### src/rtl/xlib_stim.sv
// -----------------------------------------------------------------------------
// xlib_stim -- operand stimulus generator and result checker for an 8-bit adder
// style consumer.
//
// Each run presents N_VECTORS operand pairs drawn from an 8-bit LFSR
// (A = lfsr, B = lfsr >> 1, so A > B always). A pair is held on A/B with
// VALID until the consumer accepts it (VALID & READY). The consumer's result
// on XOUT/XOUT_VALID is compared against (A + B) mod 256. A missing result
// after TIMEOUT wait cycles also counts as an error. ERR_COUNT saturates at 255.
//
// Parameters:
//   N_VECTORS  operand pairs per run (1..255)
//   SEED       initial LFSR value (8'h00 is replaced by 8'h01)
//   TIMEOUT    wait cycles allowed for a result (1..255)
//
// Ports:
//   CLK         clock, all state changes on the rising edge
//   RST         synchronous active-high reset
//   START       run request, honoured only when idle or finished
//   A, B        operand pair
//   VALID       A/B hold a valid pair
//   READY       consumer accepts the pair
//   XOUT        consumer result
//   XOUT_VALID  XOUT valid this cycle (ignored outside the wait phase)
//   BUSY        run in progress
//   DONE        run complete, held until the next START
//   ERR_COUNT   mismatches plus timeouts, saturating
//
// Optional feature: define XLIB_STIM_TRACE_EN to print one trace line per
// checked vector. Cycle behaviour is identical either way.
// -----------------------------------------------------------------------------
module xlib_stim #(
  parameter int          N_VECTORS = 16,
  parameter logic [7:0]  SEED      = 8'h17,
  parameter int          TIMEOUT   = 10
) (
  input  logic       CLK,
  input  logic       RST,
  input  logic       START,
  output logic [7:0] A,
  output logic [7:0] B,
  output logic       VALID,
  input  logic       READY,
  input  logic [7:0] XOUT,
  input  logic       XOUT_VALID,
  output logic       BUSY,
  output logic       DONE,
  output logic [7:0] ERR_COUNT
);

  // An all-zero LFSR would lock up, so a zero seed is remapped.
  localparam logic [7:0] SEED_FIX  = (SEED == 8'h00) ? 8'h01 : SEED;
  localparam logic [7:0] N_INIT    = 8'(N_VECTORS);
  // The counter starts at 0, so the last permitted wait cycle is TIMEOUT-1.
  localparam logic [7:0] WAIT_LAST = 8'(TIMEOUT - 1);

  typedef enum logic [2:0] {
    S_IDLE,
    S_DRIVE,
    S_WAIT,
    S_CHECK,
    S_FIN
  } state_t;

  state_t     state_q, state_d;
  logic [7:0] lfsr_q, lfsr_d;
  logic [7:0] remaining_q, remaining_d;
  logic [7:0] wait_cnt_q, wait_cnt_d;
  logic [7:0] exp_q, exp_d;
  logic [7:0] xout_q, xout_d;
  logic       timeout_q, timeout_d;
  logic [7:0] a_q, a_d;
  logic [7:0] b_q, b_d;
  logic       valid_q, valid_d;
  logic       busy_q, busy_d;
  logic       done_q, done_d;
  logic [7:0] err_q, err_d;

  logic [7:0] lfsr_step;
  logic       mismatch;

  assign lfsr_step = {lfsr_q[6:0], lfsr_q[7] ^ lfsr_q[5] ^ lfsr_q[4] ^ lfsr_q[3]};
  assign mismatch  = (xout_q != exp_q);

  always_comb begin
    state_d     = state_q;
    lfsr_d      = lfsr_q;
    remaining_d = remaining_q;
    wait_cnt_d  = wait_cnt_q;
    exp_d       = exp_q;
    xout_d      = xout_q;
    timeout_d   = timeout_q;
    a_d         = a_q;
    b_d         = b_q;
    valid_d     = valid_q;
    busy_d      = busy_q;
    done_d      = done_q;
    err_d       = err_q;

    case (state_q)
      S_IDLE, S_FIN: begin
        if (START) begin
          state_d     = S_DRIVE;
          lfsr_d      = SEED_FIX;
          remaining_d = N_INIT;
          err_d       = 8'h00;
          a_d         = SEED_FIX;
          b_d         = {1'b0, SEED_FIX[7:1]};
          valid_d     = 1'b1;
          busy_d      = 1'b1;
          done_d      = 1'b0;
        end
      end

      S_DRIVE: begin
        // A/B/VALID are registers and are not touched until the handshake.
        if (READY) begin
          state_d    = S_WAIT;
          valid_d    = 1'b0;
          wait_cnt_d = 8'h00;
          exp_d      = a_q + b_q;
        end
      end

      S_WAIT: begin
        // A result on the final wait cycle takes precedence over the timeout.
        if (XOUT_VALID) begin
          xout_d    = XOUT;
          timeout_d = 1'b0;
          state_d   = S_CHECK;
        end else if (wait_cnt_q == WAIT_LAST) begin
          timeout_d = 1'b1;
          state_d   = S_CHECK;
        end else begin
          wait_cnt_d = wait_cnt_q + 8'd1;
        end
      end

      S_CHECK: begin
        if ((timeout_q || mismatch) && (err_q != 8'hFF)) begin
          err_d = err_q + 8'd1;
        end
        lfsr_d      = lfsr_step;
        remaining_d = remaining_q - 8'd1;
        if (remaining_q == 8'd1) begin
          state_d = S_FIN;
          busy_d  = 1'b0;
          done_d  = 1'b1;
        end else begin
          state_d = S_DRIVE;
          a_d     = lfsr_step;
          b_d     = {1'b0, lfsr_step[7:1]};
          valid_d = 1'b1;
        end
      end

      default: begin
        state_d = S_IDLE;
      end
    endcase
  end

  always_ff @(posedge CLK) begin
    if (RST) begin
      state_q     <= S_IDLE;
      lfsr_q      <= SEED_FIX;
      remaining_q <= 8'h00;
      wait_cnt_q  <= 8'h00;
      exp_q       <= 8'h00;
      xout_q      <= 8'h00;
      timeout_q   <= 1'b0;
      a_q         <= 8'h00;
      b_q         <= 8'h00;
      valid_q     <= 1'b0;
      busy_q      <= 1'b0;
      done_q      <= 1'b0;
      err_q       <= 8'h00;
    end else begin
      state_q     <= state_d;
      lfsr_q      <= lfsr_d;
      remaining_q <= remaining_d;
      wait_cnt_q  <= wait_cnt_d;
      exp_q       <= exp_d;
      xout_q      <= xout_d;
      timeout_q   <= timeout_d;
      a_q         <= a_d;
      b_q         <= b_d;
      valid_q     <= valid_d;
      busy_q      <= busy_d;
      done_q      <= done_d;
      err_q       <= err_d;
    end
  end

`ifdef XLIB_STIM_TRACE_EN
  always_ff @(posedge CLK) begin
    if (!RST && state_q == S_CHECK) begin
      $display("TIME=%0t A=%02h B=%02h X=%02h EXP=%02h%s", $time, a_q, b_q, xout_q, exp_q,
               timeout_q ? " TIMEOUT" : (mismatch ? " MISMATCH" : ""));
    end
  end
`endif

  assign A         = a_q;
  assign B         = b_q;
  assign VALID     = valid_q;
  assign BUSY      = busy_q;
  assign DONE      = done_q;
  assign ERR_COUNT = err_q;

endmodule

### config.mk
export PLATFORM = sky130hd
export DESIGN_NAME = xlib_stim
export DESIGN_NICKNAME = d
export VERILOG_FILES = /design/src/rtl/xlib_stim.sv
export SDC_FILE = /design/constraint.sdc
export NUM_CORES = 1
export LEC_CHECK = 0
export ABC_AREA = 1
export CAP_MARGIN = 20
export CORE_MARGIN = 1
export CORE_UTILIZATION = 45
export CTS_CLUSTER_DIAMETER = 150
export DETAILED_ROUTE_END_ITERATION = 6
export GPL_ROUTABILITY_DRIVEN = 0
export PLACE_DENSITY = 0.77
export REMOVE_ABC_BUFFERS = 1
export SYNTH_ARGS = -nofsm -noshare
export SYNTH_HDL_FRONTEND = slang
export SYNTH_SLANG_ARGS = --single-unit
### constraint.sdc
create_clock -name CLK -period 1.75 [get_ports CLK]
set_clock_uncertainty 0.1 [all_clocks]
set_input_delay 0.525 -clock CLK [delete_from_list [all_inputs] [get_ports CLK]]
set_output_delay 0.525 -clock CLK [all_outputs]
set_load 0.01 [all_outputs]
==> run summary <==
The tool flagged a number of max-cap violations equal to 0. Clock tree synthesis inserted a total of 9 buffers. The first global-routing pass estimated 11.87 mm of wire. After detailed routing, the total wire length is 7.396 mm. The mean instance size in the synthesized netlist was 7.295 µm²; the complex-gate fraction of the synthesized area was 15.72%. Final max-slew violation count: 0. The startpoint type of the worst setup path was a register. Arithmetic-cell share of the synthesized area counting full adders, half adders and majority gates: 5.277%. After detailed routing, the number of remaining DRC violations is 0. The total design power was 5.533 mW. The synthesized netlist devotes 3.531% of its cell area to XOR and XNOR gates. Final number of hold-violating endpoints: 0.

The placement row count is 30, and the number of antenna violations at the first check in global routing is 0. Of the cells placed in the final design, the portion with a size suffix greater than 1 is 21.25%. The dominant combinational cell family by area after synthesis was simple AND/OR/NAND/NOR gates. For the worst setup path, the data arrival time is 1.96 ns.

Setup repair after global routing could not meet its margin everywhere. The vias per cell is 4.946, and the total of fill cells in the finished design is 601. The share of the Yosys chip area taken by registers is 39.12%.

The die covers 7507 µm². The area overhead of the layout relative to synthesis is 30.23%. The flow ran to the end, but the final reports show violations. The placed instances occupy a cell area of 3859 µm². With fillers left out, the area of the finished cells amounts to 4199 µm². For this design, the CTS-stage hold fixing added 0 buffers.

The time the worst path needs with I/O delays and setup was 1.822 ns. The register cell area after layout is 1281 µm², and the die extent in y is 86.65 µm. The worst setup path category is register to register. Entering global routing, the biggest net connects 30 pins.

The tools report the count of routing violations after the opening detailed-route iteration as 111. The starting density of the core was 46.94%; the multiplexer area fraction after synthesis was 0%. At the later pin of the worst-skew pair, clock insertion delay measures 0.35 ns. The worst setup path is captured at a register. Synthesis produced a netlist whose cell count is 442. The tree built by TritonCTS fans out to 63 sinks.

The buffer depth of the longest clock path was 2. The via count of the routed design is 3012, and the maximum ir drop on the vdd rail is 0.6511 mV. The clock slew at the register clock pins of the worst setup and hold paths is 0.07 ns. In the final timing run, aggregate negative setup slack is -0.1298 ns. In this run the clock root is driven by a sky130_fd_sc_hd__clkbuf_8.

The global-route usage over all layers was 20.37%. The portion of the clock cycle consumed by the worst path in the final layout works out to 104.1%. The repair_antennas step left the layout with diodes totalling 0. In this run the worst path has a maximum fanout of 3. Timing would allow up to 0.5487 GHz.

The multi-input combinational cells in the finished layout cover a total of 1728 µm². The path class of the tightest hold or removal check is register to register. For the leftover overflow at the end of global routing, the log shows 0.

Mapped cell area: 3224 µm². In this run the number of H-tree levels came out at 3. The final layout contains 535 nets. The number of nets with antenna violations after routing is 0. The core region area was 6869 µm². TritonCTS built the clock tree. The checks that failed: setup timing.

The power density over cell area came out at 1318 nW/µm². In this run the horizontal extent of the chip is 86.65 µm. The worst path setup slack after routing is -0.07235 ns, and the fraction of the core area covered by cells at the end of the flow is 61.13%. After Yosys synthesis, and, or, nand and nor cells account for 25.42% of the synthesized area. At the worst endpoint, the required time is 1.89 ns. The logs give 5.059 mm for the total half-perimeter wirelength after legalization and detailed placement and 44 for the distinct cell type count of the synthesized netlist. For this design the top-level I/O count stands at 40.

The port buffer count was 38. After detailed routing, the average wire length per cell comes to 12.14 µm. The run gives 2772 as the number of global-route vias before repair. Count of state elements after synthesis: 63.

Before CTS, the worst setup slack after placement is -0.2615 ns. For this run, the number of Yosys warnings is 0. The number of detailed-route iterations in the first pass is 4. Setup violations remaining at the end of the flow were counted as 2.

In this run the static leakage power is 1.874 nW.
==> worst paths after layout <==
path | from | to | slack (ns) | cells after the start
min | remaining_q[2] | remaining_q[2] | 0.35 | 1
min reg2reg | remaining_q[2] | remaining_q[2] | 0.35 | 1
max | A[1] | exp_q[6] | -0.07 | 12
max reg2reg | A[1] | exp_q[6] | -0.07 | 12
==> layout by cell type, fill, tap and decap left out, types with 5 or more instances in the layout <==
cell,synthesis,final
sky130_fd_sc_hd__nand2_1,81,79
sky130_fd_sc_hd__clkdlybuf4s50_1,0,12
sky130_fd_sc_hd__nand3_2,2,5
sky130_fd_sc_hd__xor2_1,8,8
sky130_fd_sc_hd__nand3_1,23,21
sky130_fd_sc_hd__buf_4,8,32
sky130_fd_sc_hd__nand4_1,5,5
sky130_fd_sc_hd__dfxtp_1,63,51
sky130_fd_sc_hd__a21oi_1,48,46
sky130_fd_sc_hd__ha_1,12,9
sky130_fd_sc_hd__dfxtp_2,0,10
sky130_fd_sc_hd__inv_1,54,53
sky130_fd_sc_hd__xnor2_1,5,5
sky130_fd_sc_hd__o21ai_1,11,11
sky130_fd_sc_hd__o21ai_0,23,20
sky130_fd_sc_hd__inv_2,9,10
sky130_fd_sc_hd__nor2_1,39,36
sky130_fd_sc_hd__clkbuf_8,0,11
sky130_fd_sc_hd__dlygate4sd2_1,0,19
==> worst max-delay path, stage by stage, from the launching register on <==
cell and delay, ns:
sky130_fd_sc_hd__dfxtp_4 0.37, sky130_fd_sc_hd__buf_6 0.10, sky130_fd_sc_hd__inv_2 0.04, sky130_fd_sc_hd__fa_2 0.39, sky130_fd_sc_hd__o21ai_2 0.12, sky130_fd_sc_hd__nand2_1 0.07
sky130_fd_sc_hd__nand2_2 0.07, sky130_fd_sc_hd__nand3_1 0.06, sky130_fd_sc_hd__and2_4 0.15, sky130_fd_sc_hd__nand2_1 0.05, sky130_fd_sc_hd__nand2_1 0.05, sky130_fd_sc_hd__o21ai_1 0.11
sky130_fd_sc_hd__inv_1 0.04
==> state kept, by name, indices dropped and copies added, names as in the netlist <==
signal	count
ERR_COUNT	8
exp_q	8
lfsr_q	8
remaining_q	8
wait_cnt_q	8
xout_q	8
A	7
state_q	3
BUSY	1
B	1
DONE	1
VALID	1
timeout_q	1
==> final cells by class <==
class	instances	area share (%)
clock inverters	4	1.073
multi-input cells	298	41.15
well taps	96	2.861
repair buffers	73	15.08
clock buffers	11	3.605
inverters	64	5.721
flip-flops and latches	63	30.51
==> power by group <==
part	total (mW)	internal (mW)	leakage [nW]	switching [mW]
registers	1.90	1.70	0.518	0.207
logic	2.35	1.01	1.25	1.34
clock network	1.28	0.720	0.105	0.556
total	5.53	3.43	1.87	2.11
==> stage by stage <==
step / hold slack (ns) / cells
global route: 0.3681 / 609
floorplan: 0.3234 / 424
finish: 0.3480 / 609
detailed placement: 0.3399 / 587
CTS: 0.3499 / 603
global placement: 0.3381 / 587
==> synthesized netlist by cell type, drive strengths merged <==
cell type  count  area, µm²
nand3b         1      7.510
ha            12      150.1
dfxtp         63       1261
nand2         82      310.3
a21o           1      7.510
or2            6      37.54
nor3b          3      22.52
clkinv         1      3.750
xnor2          5      43.79
o211ai         2      15.01
buf           13      90.08
nor3           5      30.03
clkbuf         5      18.77
nor2          44      187.7
o21ai         34      170.2
a21oi         48      240.2
a311oi         2      17.52
and2           1      6.260
nand3         26      152.7
xor2           8      70.07
a31oi          2      12.51
a22oi          2      15.01
o21bai         1      7.510
o22ai          1      6.260
fa             1      20.02
inv           63      236.5
a211oi         2      15.01
conb           1      3.750
nand4          7      65.06
==> metal layers <==
layer,track usage (%),wire [µm]
met1,23.68,3279
met2,35.28,3678
met3,6.952,351
met4,6.364,87
met5,0,0
==> repair_timing <==
item | 4_1_cts | 5_1_grt
endpoints found under the setup margin | 30 | 19
resized for setup | 39 | 40
buffers inserted | 1 | 5
pin swaps | 1 | 8
gates cloned | 0 | 1
==> cell families after synthesis <==
group           after synthesis
fa+ha+maj                    13
other cells                   1
compound gates               95
flops                        63
xor+xnor                     13
buf+inv                      82
simple gates                175
Note: power is estimated with default switching activity, not from simulation.
==> variant 1 (same settings) <==
Take the reset off `a_q` and load it in a clocked block of its own.
--- a/src/rtl/xlib_stim.sv
+++ b/src/rtl/xlib_stim.sv
@@ -170,5 +170,4 @@
       xout_q      <= 8'h00;
       timeout_q   <= 1'b0;
-      a_q         <= 8'h00;
       b_q         <= 8'h00;
       valid_q     <= 1'b0;
@@ -184,5 +183,4 @@
       xout_q      <= xout_d;
       timeout_q   <= timeout_d;
-      a_q         <= a_d;
       b_q         <= b_d;
       valid_q     <= valid_d;
@@ -193,4 +191,8 @@
   end
 
+  always_ff @(posedge CLK) begin
+    a_q <= a_d;
+  end
+
 `ifdef XLIB_STIM_TRACE_EN
   always_ff @(posedge CLK) begin
Check against the original RTL: not equivalent (a bounded check fails within 4 cycles, from zero or initial values and one cycle with RST high).
==> variant 1 against the unedited design <==
Worst setup slack gained 0.075 ns; sequential cell count grew 7; non-clock buffer count is the same; synthesized area grew 6.7%; utilization grew 0.25 points; power grew 10%; sequential share of layout area grew 2.7 points; first-iteration DRC count shrank 32%; routed wire length grew 5.6%; final area grew 7.2%; critical path depth shrank 3; combinational power grew 11%; critical path type unchanged; largest power group unchanged.
==> variant 1: results (changes against the unedited design) <==
Run status
  – Status: finished clean (was complete, but fails checks)

Worst hold path
  – WHS Path Cells: 1 (unchanged)
  – Hold path startpoint: remaining_q[3] (was remaining_q[2])
  – Sink of the worst hold path: remaining_q[3] (was remaining_q[2])
  – Hold Path Class: register to register (unchanged)

Route
  – Routed WL: 7810 um (was 7400 um)
  – Vias: 3172 (was 3012)
  – Iteration count of the initial detailed-routing pass: 5 (was 4)
  – M1 wire length: 3390 um (was 3280 um)
  – Metal2 WL: 3990 um (was 3680 um)
  – WL met3: 340 um (was 351 um)
  – 1st-iter DRT viols: 76 (was 111)
  – Max Used Layer: met4 (unchanged)

Synthesis
  – Yosys warning count: 0 (unchanged)
  – Most common library cells after synthesis: nand2_1 (81), dfxtp_1 (62), inv_1 (58) (was nand2_1 (81), dfxtp_1 (63), inv_1 (54))
  – Async set-reset flop share out of synthesis: 0 (unchanged)
  – Post-synth EDFFs: 8 (was 0)
  – Synth cell types: 40 (was 44)
  – Ys flop type: dfxtp_1 (unchanged)
  – Synth area leaders: dfxtp_1 (36%), nand2_1 (8.8%), a21oi_1 (7.0%) (was dfxtp_1 (39%), nand2_1 (9.4%), a21oi_1 (7.5%))
  – Seq/Total Area, Yosys: 0.431 (was 0.391)

Clocking
  – Max Buffers Root-to-Sink: 2 (unchanged)
  – Root Buffer: clkbuf_8 (unchanged)
  – Clk_lat worst skew: 0.35 ns (about the same)
  – Clock-pin slew on the worst setup and hold paths: 0.08 ns
  – Inserted Clock Buffers: 9 (unchanged)
  – H-tree depth: 3 (unchanged)

Worst setup path
  – Worst Path Arrival: 1.90 ns (was 1.96 ns)
  – R2R Path Start: A[0] (was A[1])
  – R2R depth: 9 (was 12)
  – Reg2reg end: exp_q[6] (unchanged)
  – Worst-path maximum fanout: 2 (was 3)
  – Worst reg2reg setup slack: 0.002 ns (was -0.07 ns)

Cells and area
  – Fill count: 623 (was 601)
  – Net count, final: 554 (was 535)
  – Share of layout cells above drive strength 1: 0.199 (was 0.212)
  – # diodes: 0 (unchanged)

Placement
  – Post-DP Area: 4140 um^2 (was 3860 um^2)
  – PortBufs: 38 (unchanged)
  – Final HPWL DP: 5400 um (was 5060 um)
  – Setup WS pre-CTS: -0.180 ns (was -0.262 ns)

GRT
  – Antenna violations before repair: 0 (unchanged)
  – All-layer global routing usage: 0.205 (was 0.204)
  – Global-route wire length before repair: 12500 um (was 11900 um)
  – Largest net degree at the start of global routing: 33 (was 30)
  – Via count of the first global-routing pass: 2950 (was 2772)

Timing
  – Worst hold slack: 0.368 ns (was 0.348 ns)

Pwr
  – Peak supply drop: 0.480 mV (was 0.651 mV)
  – P_int: 3750 uW (was 3430 uW)
  – Leak: 0.00193 uW (was 0.00187 uW)
variant 1: changes by cell type after synthesis, moves of 6 or more:
cell      change
buf_4         -6
edfxtp_1      +8
o21ai_1      -10
o21ai_0      +10
nor2_1       +10
variant 1: metal layers:
layer,track usage,vias up
li1,-,1630
met3,0.0554,11
met1,0.229,1464
met5,0,-
met2,0.371,67
met4,0.0808,0
variant 1: layout make-up:
type | count | share of cell area
Clock buffer | 9 | 0.0275
Inverter | 64 | 0.0539
Clock inverter | 7 | 0.0161
Timing Repair Buffer | 73 | 0.148
Multi-Input combinational cell | 310 | 0.394
Sequential cell | 70 | 0.333
Tap cell | 99 | 0.0275
variant 1: worst max path at each step:
stage	to	cells after the start	slack, ns	startpoint
after global routing	exp_q[6]	9	-0.11	A[0]
after CTS	exp_q[5]	9	-0.004	A[2]
after detailed placement	wait_cnt_q[6]	8	-0.18	READY
after floorplan	B[1]	7	-0.13	state_q[1]
after global placement	exp_q[0]	6	-0.14	READY
final	exp_q[6]	9	0.002	A[0]
variant 1: worst max-delay path, cell delays in order, from the launching register on:
cell      delay [ns]
edfxtp_1        0.40
ha_4            0.15
inv_2           0.03
fa_2            0.36
o21ai_2         0.21
nand3_2         0.11
nand3_2         0.07
nand2_1         0.06
o21ai_2         0.10
inv_1           0.04
variant 1: power by group through the flow:
stage / Clock, uW / Sequential (uW) / Combinational [uW]
6_report: 1300 / 2190 / 2610
5_1_grt: 1410 / 2230 / 2880
4_1_cts: 1330 / 2170 / 2410
3_5_place_dp: 0 / 2200 / 2390
3_3_place_gp: 0 / 2190 / 2340
2_1_floorplan: 0 / 2210 / 1440
variant 1: cell families after synthesis:
kind of cell,after synthesis,share of synthesized area
xor+xnor,14,0.0357
flops,70,0.431
fa+ha+maj,13,0.0495
compound gates,92,0.139
buf+inv,77,0.0884
other cells,1,0.00109
simple gates,190,0.255
variant 1: per-stage QoR:
| stage | utilization | std cells | power [uW] |
|---|---|---|---|
| detailed placement | 0.565 | 609 | 4590 |
| global route | 0.614 | 632 | 6520 |
| finish | 0.614 | 632 | 6100 |
| floorplan | - | 444 | 3650 |
| CTS | 0.596 | 627 | 5910 |
| global placement | 0.565 | 609 | 4530 |
variant 1: timing repair:
action,CTS,global route
endpoints found under the setup margin,28,30
buffers inserted,4,6
gates resized for setup,48,32
pin swaps,2,12
hold buffers,0,0
==> variant 2 (config.mk and constraints unchanged) <==
Without the edit above. Change the parameter `TIMEOUT` from 10 to 8.
--- a/src/rtl/xlib_stim.sv
+++ b/src/rtl/xlib_stim.sv
@@ -33,5 +33,5 @@
   parameter int          N_VECTORS = 16,
   parameter logic [7:0]  SEED      = 8'h17,
-  parameter int          TIMEOUT   = 10
+  parameter int          TIMEOUT   = 8
 ) (
   input  logic       CLK,
Function: same outputs for any inputs over 10 cycles, from zero or initial values and one cycle with RST high; that may be too few to reach the edited logic, so the function may still have changed.
==> variant 2 against the unedited design <==
Worst setup slack gained 0.096 ns; routed wire length shrank 0.59%; power grew 8.9%; highest routed layer unchanged; sequential cell count is the same; via count grew 0.90%; synthesized area shrank 0.54%; final area grew 0.92%; sequential power grew 3%; first-iteration DRC count shrank 20%.
==> variant 2: results (changes against the unedited design) <==
Cells and area
  – Reg area: 1280 um^2 (about the same)

Synthesis
  – Synth cell types: 39 (was 44)
  – Xor/xnor cell area share of the yosys netlist: 0.0300 (was 0.0353)
  – Mean Syn Cell Area: 7.17 um^2 (was 7.29 um^2)
  – Compound-Gate Fraction of Synth Area: 0.169 (was 0.157)
  – Adder-cell share of the synthesized area: 0.0492 (was 0.0528)
  – Synth area leaders: dfxtp_1 (39%), nand2_1 (8.8%), a21oi_1 (7.5%) (was dfxtp_1 (39%), nand2_1 (9.4%), a21oi_1 (7.5%))

Route
  – WL met3: 345 um (was 351 um)
  – Vias: 3039 (was 3012)
  – 1st-iter DRT viols: 89 (was 111)
  – Routed WL: 7350 um (was 7400 um)
  – Iteration count of the initial detailed-routing pass: 6 (was 4)
  – M1 wire length: 3310 um (was 3280 um)

Pwr
  – Power share of the combinational group: 0.418 (was 0.426)
  – NetSw: 2170 uW (was 2110 uW)
  – Leak: 0.00193 uW (was 0.00187 uW)
  – Peak supply drop: 0.657 mV (was 0.651 mV)

Worst setup path
  – Worst-path maximum fanout: 4 (was 3)
  – Worst reg2reg setup slack: 0.11 ns (was -0.07 ns)
  – Worst Path Arrival: 1.10 ns (was 1.96 ns)

Worst hold path
  – WHS Path Cells: 2 (was 1)
  – Hold path startpoint: lfsr_q[6] (was remaining_q[2])
  – Sink of the worst hold path: lfsr_q[6] (was remaining_q[2])

Run status
  – Status: finished clean (was complete, but fails checks)

GRT
  – Met1 Use GR: 0.240 (was 0.237)
  – All-layer global routing usage: 0.211 (was 0.204)
  – Largest net degree at the start of global routing: 29 (was 30)
  – Via count of the first global-routing pass: 2843 (was 2772)
  – GR Layer Usage met3: 0.0629 (was 0.0695)

Placement
  – Placed Cells: 598 (was 587)
## variant 2: changes by cell type after synthesis, moves of 3 or more
cell	delta
inv_1	+4
a211oi_1	+3
nand2_2	+6
nand2_1	-6
o21ai_0	+7
o21ai_1	-11
nor2_1	+9
xor2_1	-3
inv_2	-6
## variant 2: final cells by class
| type | count | area share |
|---|---|---|
| Clock buffer | 12 | 0.0366 |
| Clock inverter | 3 | 0.0213 |
| Inverter | 61 | 0.0540 |
| Multi-Input combinational cell | 303 | 0.405 |
| Sequential cell | 63 | 0.301 |
| Tap cell | 96 | 0.0283 |
| Timing Repair Buffer | 76 | 0.154 |
## variant 2: timing repair
item                       4_1_cts  5_1_grt
pin swaps                        0        7
setup endpoints to repair       28       29
buffers inserted                 0        1
hold buffers                     0        0
gates resized for setup         37       35
## variant 2: worst max-delay path, delay by kind of cell, from the launching register on
| family | cells | cell delay, ns |
|---|---|---|
| flops | 1 | 0.35 |
| buf+inv | 2 | 0.42 |
